`src/rtl/pmod_spi_xfer_if.sv`:
```
// pmod_spi_xfer_if
// Bundles the request/data handshake and the SPI pins of one pmod_spi_xfer
// transfer engine.
//   sndRec : transaction request, rising-edge sensitive
//   din    : transmit bytes, byte 0 in the most significant position
//   dout   : received bytes, byte 0 in the most significant position
//   busy   : high while a transaction is in progress
//   done   : one-cycle pulse when a transaction completes
//   ss     : slave select, active low
//   sclk   : serial clock
//   mosi   : serial data to the slave
//   miso   : serial data from the slave
// The "master" modport is the host side that issues requests and serves MISO.
// The "slave" modport is the transfer engine that answers those requests.
interface pmod_spi_xfer_if #(
    parameter int NBYTES = 5
);
    logic                  sndRec;
    logic [8*NBYTES-1:0]   din;
    logic [8*NBYTES-1:0]   dout;
    logic                  busy;
    logic                  done;
    logic                  ss;
    logic                  sclk;
    logic                  mosi;
    logic                  miso;

    modport master (
        output sndRec, din, miso,
        input  dout, busy, done, ss, sclk, mosi
    );

    modport slave (
        input  sndRec, din, miso,
        output dout, busy, done, ss, sclk, mosi
    );
endinterface

```
`src/rtl/pmod_spi_xfer.sv`:
```
// pmod_spi_xfer
// Multi-byte SPI master. A rising edge on sndRec captures din and clocks
// NBYTES bytes out on MOSI, MSB first, while shifting MISO in. SS stays low
// for the whole transaction. dout is updated in one step when the transfer
// completes.
// Ports:
//   clk_i  : system clock, the only clock domain
//   rst_ni : synchronous active-low reset
//   bus    : pmod_spi_xfer_if.slave (sndRec, din, dout, busy, done, ss, sclk,
//            mosi, miso)
// Timing is expressed in ticks. One tick lasts CLK_DIV clocks and equals one
// SCLK half-period.
module pmod_spi_xfer #(
    parameter int NBYTES   = 5,
    parameter int CLK_DIV  = 750,
    parameter bit CPOL     = 1'b0,
    parameter bit CPHA     = 1'b0,
    parameter int SS_LEAD  = 1,
    parameter int BYTE_GAP = 4,
    parameter int SS_LAG   = 1
) (
    input  logic           clk_i,
    input  logic           rst_ni,
    pmod_spi_xfer_if.slave bus
);
    localparam int W  = 8 * NBYTES;
    localparam int TW = $clog2(CLK_DIV);
    localparam int PW = 16;
    localparam logic [TW-1:0] TICK_LAST = TW'(CLK_DIV - 1);
    localparam logic [4:0]    LAST_BYTE = 5'(NBYTES - 1);

    typedef enum logic [2:0] {IDLE, LEAD, SHIFT, GAP, LAG, DONE} state_t;

    state_t          state_q, state_d;
    logic [TW-1:0]   tick_q, tick_d;
    logic [PW-1:0]   phase_q, phase_d;
    logic [4:0]      byteIdx_q, byteIdx_d;
    logic [W-1:0]    tx_q, tx_d;
    logic [W-1:0]    rx_q, rx_d;
    logic [W-1:0]    dout_q, dout_d;
    logic            sndRecSync_q, sndRecPrev_q;
    logic            ss_q, ss_d;
    logic            sclk_q, sclk_d;
    logic            mosi_q, mosi_d;
    logic            busy_q, busy_d;
    logic            done_q, done_d;

    logic            startEdge;
    logic            tickEnd;
    logic            lastTick;
    logic            leadingEdge;
    logic            trailingEdge;
    logic            active;
    logic [PW-1:0]   phaseLimit;

    assign startEdge    = sndRecSync_q & ~sndRecPrev_q;
    assign tickEnd      = (tick_q == TICK_LAST);
    assign lastTick     = tickEnd && (phase_q == phaseLimit - 1'b1);
    // SHIFT ticks alternate leading/trailing halves; tick 0 ends with the leading edge
    assign leadingEdge  = (state_q == SHIFT) && tickEnd && !phase_q[0];
    assign trailingEdge = (state_q == SHIFT) && tickEnd &&  phase_q[0];

    // Number of ticks spent in the current state
    always_comb begin
        phaseLimit = PW'(1);
        case (state_q)
            LEAD:    phaseLimit = PW'(SS_LEAD);
            SHIFT:   phaseLimit = PW'(16);
            GAP:     phaseLimit = PW'(BYTE_GAP);
            LAG:     phaseLimit = PW'(SS_LAG);
            default: phaseLimit = PW'(1);
        endcase
    end

    // Next-state logic for the sequencer, the shifters and the registered pins
    always_comb begin
        state_d   = state_q;
        tick_d    = tick_q;
        phase_d   = phase_q;
        byteIdx_d = byteIdx_q;
        tx_d      = tx_q;
        rx_d      = rx_q;
        dout_d    = dout_q;
        sclk_d    = sclk_q;
        mosi_d    = mosi_q;
        active    = 1'b0;

        case (state_q)
            IDLE: begin
                tick_d  = '0;
                phase_d = '0;
                if (startEdge) begin
                    state_d   = LEAD;
                    tx_d      = bus.din;
                    rx_d      = '0;
                    byteIdx_d = '0;
                    mosi_d    = 1'b0;
                end
            end
            LEAD, SHIFT, GAP, LAG: begin
                tick_d = tickEnd ? '0 : tick_q + 1'b1;
                if (tickEnd) begin
                    phase_d = lastTick ? '0 : phase_q + 1'b1;
                end
                if (lastTick) begin
                    case (state_q)
                        LEAD:  state_d = SHIFT;
                        SHIFT: begin
                            if (byteIdx_q == LAST_BYTE) begin
                                state_d = LAG;
                            end else begin
                                byteIdx_d = byteIdx_q + 1'b1;
                                state_d   = (BYTE_GAP == 0) ? SHIFT : GAP;
                            end
                        end
                        GAP:     state_d = SHIFT;
                        default: state_d = DONE;
                    endcase
                end
            end
            DONE: begin
                state_d = IDLE;
                tick_d  = '0;
                phase_d = '0;
            end
            default: state_d = IDLE;
        endcase

        if ((state_q == SHIFT) && tickEnd) begin
            sclk_d = ~sclk_q;
        end

        if (CPHA ? trailingEdge : leadingEdge) begin
            rx_d = {rx_q[W-2:0], bus.miso};
        end

        // CPHA=0 presents bit 7 as SHIFT is entered, so the final trailing
        // edge of a byte only moves data when it also starts the next byte.
        if (CPHA ? leadingEdge
                 : ((lastTick && (state_d == SHIFT)) || (trailingEdge && !lastTick))) begin
            mosi_d = tx_q[W-1];
            tx_d   = {tx_q[W-2:0], 1'b0};
        end

        if ((state_d == IDLE) || (state_d == DONE)) begin
            mosi_d = 1'b0;
        end

        active = state_d inside {LEAD, SHIFT, GAP, LAG};
        ss_d   = !active;
        busy_d = active;
        done_d = (state_d == DONE);
        if (state_d == DONE) begin
            dout_d = rx_q;
        end
    end

    // State and output registers, cleared by the synchronous reset
    always_ff @(posedge clk_i) begin
        if (!rst_ni) begin
            state_q      <= IDLE;
            tick_q       <= '0;
            phase_q      <= '0;
            byteIdx_q    <= '0;
            tx_q         <= '0;
            rx_q         <= '0;
            dout_q       <= '0;
            sndRecSync_q <= 1'b0;
            sndRecPrev_q <= 1'b0;
            ss_q         <= 1'b1;
            sclk_q       <= CPOL;
            mosi_q       <= 1'b0;
            busy_q       <= 1'b0;
            done_q       <= 1'b0;
        end else begin
            state_q      <= state_d;
            tick_q       <= tick_d;
            phase_q      <= phase_d;
            byteIdx_q    <= byteIdx_d;
            tx_q         <= tx_d;
            rx_q         <= rx_d;
            dout_q       <= dout_d;
            sndRecSync_q <= bus.sndRec;
            sndRecPrev_q <= sndRecSync_q;
            ss_q         <= ss_d;
            sclk_q       <= sclk_d;
            mosi_q       <= mosi_d;
            busy_q       <= busy_d;
            done_q       <= done_d;
        end
    end

    assign bus.ss   = ss_q;
    assign bus.sclk = sclk_q;
    assign bus.mosi = mosi_q;
    assign bus.busy = busy_q;
    assign bus.done = done_q;
    assign bus.dout = dout_q;
endmodule
```
`src/flat_wrapper.sv`:
```
// flat-port wrapper written by rule: the top's interface ports become plain ports
module pmod_spi_xfer_flat 
#(
    parameter int NBYTES   = 5,
    parameter int CLK_DIV  = 750,
    parameter bit CPOL     = 1'b0,
    parameter bit CPHA     = 1'b0,
    parameter int SS_LEAD  = 1,
    parameter int BYTE_GAP = 4,
    parameter int SS_LAG   = 1
)
  (clk_i, rst_ni, bus_sndRec, bus_din, bus_miso, bus_dout, bus_busy, bus_done, bus_ss, bus_sclk, bus_mosi);
  pmod_spi_xfer_if #(.NBYTES(NBYTES)) bus_i ();
  input  logic clk_i;
  input  logic rst_ni;
  input wire logic [$bits(bus_i.sndRec)-1:0] bus_sndRec;
  input wire logic [$bits(bus_i.din)-1:0] bus_din;
  input wire logic [$bits(bus_i.miso)-1:0] bus_miso;
  output wire logic [$bits(bus_i.dout)-1:0] bus_dout;
  output wire logic [$bits(bus_i.busy)-1:0] bus_busy;
  output wire logic [$bits(bus_i.done)-1:0] bus_done;
  output wire logic [$bits(bus_i.ss)-1:0] bus_ss;
  output wire logic [$bits(bus_i.sclk)-1:0] bus_sclk;
  output wire logic [$bits(bus_i.mosi)-1:0] bus_mosi;
  assign bus_i.sndRec = bus_sndRec;
  assign bus_i.din = bus_din;
  assign bus_i.miso = bus_miso;
  assign bus_dout = bus_i.dout;
  assign bus_busy = bus_i.busy;
  assign bus_done = bus_i.done;
  assign bus_ss = bus_i.ss;
  assign bus_sclk = bus_i.sclk;
  assign bus_mosi = bus_i.mosi;
  pmod_spi_xfer #(.NBYTES(NBYTES), .CLK_DIV(CLK_DIV), .CPOL(CPOL), .CPHA(CPHA), .SS_LEAD(SS_LEAD), .BYTE_GAP(BYTE_GAP), .SS_LAG(SS_LAG)) u_core (.clk_i(clk_i), .rst_ni(rst_ni), .bus(bus_i));
endmodule
```
`config.mk`:
```
export PLATFORM = sky130hd
export DESIGN_NAME = pmod_spi_xfer_flat
export DESIGN_NICKNAME = d
export VERILOG_FILES = /design/src/rtl/pmod_spi_xfer_if.sv /design/src/rtl/pmod_spi_xfer.sv /design/src/flat_wrapper.sv
export SDC_FILE = /design/constraint.sdc
export NUM_CORES = 1
export LEC_CHECK = 0
export ABC_AREA = 1
export CAP_MARGIN = 5
export CORE_UTILIZATION = 40
export DETAILED_ROUTE_END_ITERATION = 10
export PLACE_DENSITY = 0.63
export SETUP_SLACK_MARGIN = 0.1
export SLEW_MARGIN = 20
export SYNTH_ARGS = -nofsm -noshare
export SYNTH_HDL_FRONTEND = slang
export SYNTH_SLANG_ARGS = --single-unit
```
`constraint.sdc`:
```
create_clock -name clk_i -period 2.7 [get_ports clk_i]
set_clock_uncertainty 0.1 [all_clocks]
set_input_delay 0.405 -clock clk_i [delete_from_list [all_inputs] [get_ports clk_i]]
set_output_delay 0.405 -clock clk_i [all_outputs]
set_load 0.02 [all_outputs]
```
==> impl_metrics.env, run 1 <==
export IMPL_internal_power_mw=3.920
export IMPL_p_leak_nw=3.476
export IMPL_syn_area_um2=7127
export IMPL_hold_path_end="u_core.sndRecPrev_q$_SDFF_PN0_"
export IMPL_core_area_um2=17360
export IMPL_cts_root_buf="clkbuf_16"
export IMPL_finish_instance_area_um2=8752
export IMPL_final_cell_mix="nand2_1 (385), dfxtp_1 (161), a21oi_1 (96), inv_1 (92), clkdlybuf4s50_1 (88)"
export IMPL_synth_xor_area_share_pct=0.6145
export IMPL_port_buffers=88
export IMPL_synth_compound_area_share_pct=9.182
export IMPL_grt_pass1_vias=5783
export IMPL_synth_edf_count=0
export IMPL_placed_cells=1290
export IMPL_timing_fmax_mhz=432.0
export IMPL_syn_inst=1021
export IMPL_cts_sinks=161
export IMPL_finalSetupTns_ns=0
export IMPL_drtIter0Drc=275
export IMPL_die_h_um=135.5
export IMPL_ys_seq_area_share_pct=45.22
export IMPL_run_status="finished clean"
export IMPL_ys_ff_latch=161
export IMPL_grt_pass1_wl_um=26110
export IMPL_cts_buffer_depth=2
export IMPL_period_share_pct=85.74
export IMPL_synthMuxAreaShare_pct=0
export IMPL_min_delay_start="u_core.sndRecSync_q$_SDFF_PN0_"
export IMPL_drv_slew=0
export IMPL_reg2reg_from="u_core.phase_q[0]$_SDFFE_PN0P_"
export IMPL_antenna_found_initial=0
export IMPL_io_pins=89
export IMPL_cap_violations=0
export IMPL_utilization_pct=50.43
export IMPL_swShare_pct=23.31
export IMPL_tightest_slew_ns=0.4336
export IMPL_htree_levels=4
export IMPL_start_util_pct=41.06
export IMPL_via_per_inst=4.860
export IMPL_first_pass_iters=4
export IMPL_cts_buffers=17
export IMPL_whs_ns=0.3344
export IMPL_p_switching_mw=1.191
export IMPL_pwr_share_clk_pct=46.9
export IMPL_cts_setup_buffers=0
export IMPL_ant_nets=0
export IMPL_drt_wl_total_um=15680
export IMPL_die_width_um=135.5
export IMPL_place_congestion=0.8620
export IMPL_dpl_hpwl_um=9942
export IMPL_ys_flop_type="dfxtp_1"
export IMPL_worstRegToRegCells=13
export IMPL_async_flop_share_pct=0
export IMPL_min_period_ns=2.315
export IMPL_r2r_end="u_core.bus.dout[30]$_SDFFE_PN0P_"
export IMPL_synth_area_leader_cell="dfxtp_1"
export IMPL_reg2reg_slack_ns=0.39
export IMPL_final_layout_size_suffix_gt1_share_pct=6.472
export IMPL_crit_family="simple AND/OR/NAND/NOR gates"
export IMPL_cts_resized_gates=0
export IMPL_peakVddDrop_v=0.0004612
export IMPL_synth_fa_ha_area_share_pct=0.8778
export IMPL_gr_usage_all_layers_pct=17.65
export IMPL_dieArea_um2=18350
export IMPL_combPwrFrac_pct=5.6
export IMPL_layout_commonest_cell="nand2_1"
export IMPL_yosys_area_share_simple_pct=34.74
export IMPL_path_clk_slew_ns=0.06
export IMPL_synthesis_nets=1070
export IMPL_finalHoldViolCount=0
export IMPL_fin_ws_ns=0.3851
export IMPL_worst_path_buf_inv=3
export IMPL_endpoint_kind="flip-flop"
export IMPL_relSlewSlack_pct=71.05
export IMPL_syn_area_per_cell_um2=6.980
export IMPL_multi_input_area_um2=3239
export IMPL_synth_top_cell_area_share_pct=45.22
export IMPL_p_per_area_nw_per_um2=584.0
export IMPL_drc=0
export IMPL_rsz0062_at_grt="no"
export IMPL_grt_max_degree=80
export IMPL_yosysUniqueCellTypes=36
export IMPL_synth_top_family_by_area="simple AND/OR/NAND/NOR gates"
export IMPL_cp_max_fo=41
export IMPL_rows=48
export IMPL_critPathMaxStageDelay_ns=0.56
export IMPL_regArea_um2=3223
export IMPL_syn_to_final_growth_pct=22.81
export IMPL_hp_class="flip-flop to flip-flop"
export IMPL_cts_tree="yes"
export IMPL_hold_path_depth=2
export IMPL_setup_viol=0
export IMPL_crit_top_cell="nand2_1"
export IMPL_required_ns=2.97
export IMPL_place_ws_ns=0.3786
export IMPL_fillers=1748
export IMPL_nets=1133
export IMPL_dpl_cell_area_um2=8170
export IMPL_cts_hold_buf=0
export IMPL_gr_total_overflow=0
export IMPL_clkLatencyLatePin_ns=0.43
export IMPL_crit_path_start_kind="flip-flop"
export IMPL_worst_path_max_delay_cell="dfxtp_1"
export IMPL_arrival_ns=2.58
export IMPL_seqPwrFrac_pct=47.5
export IMPL_cp_cell_sequence="inv_1 > nand2_1 > and3_1 > nand4_4 > nand2_1 > nand3_2 > nand2_2 > inv_2 > nor2_4 > nand2_2 > inv_4 > nand2_1 > nand2_1"
export IMPL_n_antenna_cell=0
export IMPL_routed_via_count=6425
export IMPL_power_total_mw=5.111
export IMPL_critPathKind="flip-flop to flip-flop"
export IMPL_fin_cells=1322
export IMPL_ys_warn_count=0
export IMPL_synth_top_cells_by_area="dfxtp_1 (45%), nand2_1 (20%), a21oi_1 (6.7%), inv_1 (4.9%), nand3_1 (4.1%)"
export IMPL_routedWlPerCell_um=11.86
==> cell type report <==
cell class / count / share of cell area (%)
multi-input cells: 703 / 37.01
flip-flops and latches: 161 / 36.83
repair buffers: 103 / 12.07
clock buffers: 20 / 4.989
inverters: 98 / 4.232
well taps: 225 / 3.217
clock inverters: 12 / 1.658
==> worst reg2reg max path: cells and delay by family (launching register included) <==
kind | cells | cell delay (ns)
simple gates | 10 | 1.10
buf+inv | 3 | 0.51
flops | 1 | 0.56
==> worst max path at each step <==
stage / depth (start not counted) / slack, ns / from / to
finish: 13 / 0.39 / u_core.phase_q[0]$_SDFFE_PN0P_ / u_core.bus.dout[30]$_SDFFE_PN0P_
global route: 15 / 0.15 / u_core.tick_q[0]$_SDFFE_PN0P_ / u_core.bus.dout[28]$_SDFFE_PN0P_
CTS: 13 / 0.37 / u_core.phase_q[0]$_SDFFE_PN0P_ / u_core.bus.dout[19]$_SDFFE_PN0P_
detailed placement: 13 / 0.38 / u_core.phase_q[0]$_SDFFE_PN0P_ / u_core.bus.dout[19]$_SDFFE_PN0P_
global placement: 13 / 0.44 / u_core.phase_q[0]$_SDFFE_PN0P_ / u_core.bus.dout[33]$_SDFFE_PN0P_
floorplan: 13 / 0.79 / u_core.tick_q[0]$_SDFFE_PN0P_ / u_core.tx_q[1]$_SDFFE_PN0P_
==> sequential cells by signal (all words and copies together), names as in the netlist <==
signal               flops
u_core.tx_q             40
u_core.bus.ss            1
u_core.bus.mosi          1
u_core.tick_q           10
u_core.state_q           3
u_core.bus.done          1
u_core.sndRecPrev_q      1
u_core.bus.busy          1
u_core.bus.sclk          1
u_core.rx_q             40
u_core.byteIdx_q         5
u_core.sndRecSync_q      1
u_core.bus.dout         40
u_core.phase_q          16
==> Yosys cell counts, types with 2 or more instances <==
library cell / n
nand2_1: 385
dfxtp_1: 161
a21oi_1: 96
inv_1: 93
nand3_1: 58
nand4_1: 46
nor2_1: 46
clkbuf_1: 27
buf_2: 21
o21ai_0: 15
nor3_1: 8
a211oi_1: 6
nand2_2: 6
buf_6: 5
ha_1: 5
nor3b_1: 5
inv_2: 4
nand3_2: 4
nor2_4: 4
xor2_1: 4
buf_1: 3
buf_4: 3
and3_1: 2
o21a_1: 2
==> power by group through the flow <==
stage / Sequential [mW] / Clock (mW) / Combinational, mW
floorplan: 2.48 / 0 / 0.171
global placement: 2.48 / 0 / 0.285
detailed placement: 2.48 / 0 / 0.287
CTS: 2.43 / 2.45 / 0.289
global route: 2.43 / 2.54 / 0.319
finish: 2.43 / 2.40 / 0.284
==> cell families after synthesis <==
| family | count (synthesis) |
|---|---|
| AOI/OAI and AO/OA | 123 |
| buffers and inverters | 157 |
| DFF | 161 |
| xor gates and xnor gates | 5 |
| adders and majority gates | 5 |
| and+or+nand+nor | 570 |
==> layer usage <==
metal | routed length [um] | share of wire [%] | up-vias | GRT usage [%]
met5 | 0 | 0 | - | 0
li1 | - | - | 3388 | -
met1 | 7513 | 48 | 2910 | 21.81
met2 | 7440 | 47 | 118 | 30.09
met3 | 552 | 3.5 | 9 | 3.666
met4 | 174 | 1.1 | 0 | 6.554
(Power assumes the default switching activity.)
==> run 2, diff against run 1 <==
- TNS_END_PERCENT: unset -> 30
==> results of run 2 <==
Final layout, timing and power as in run 1 (identical DEF).
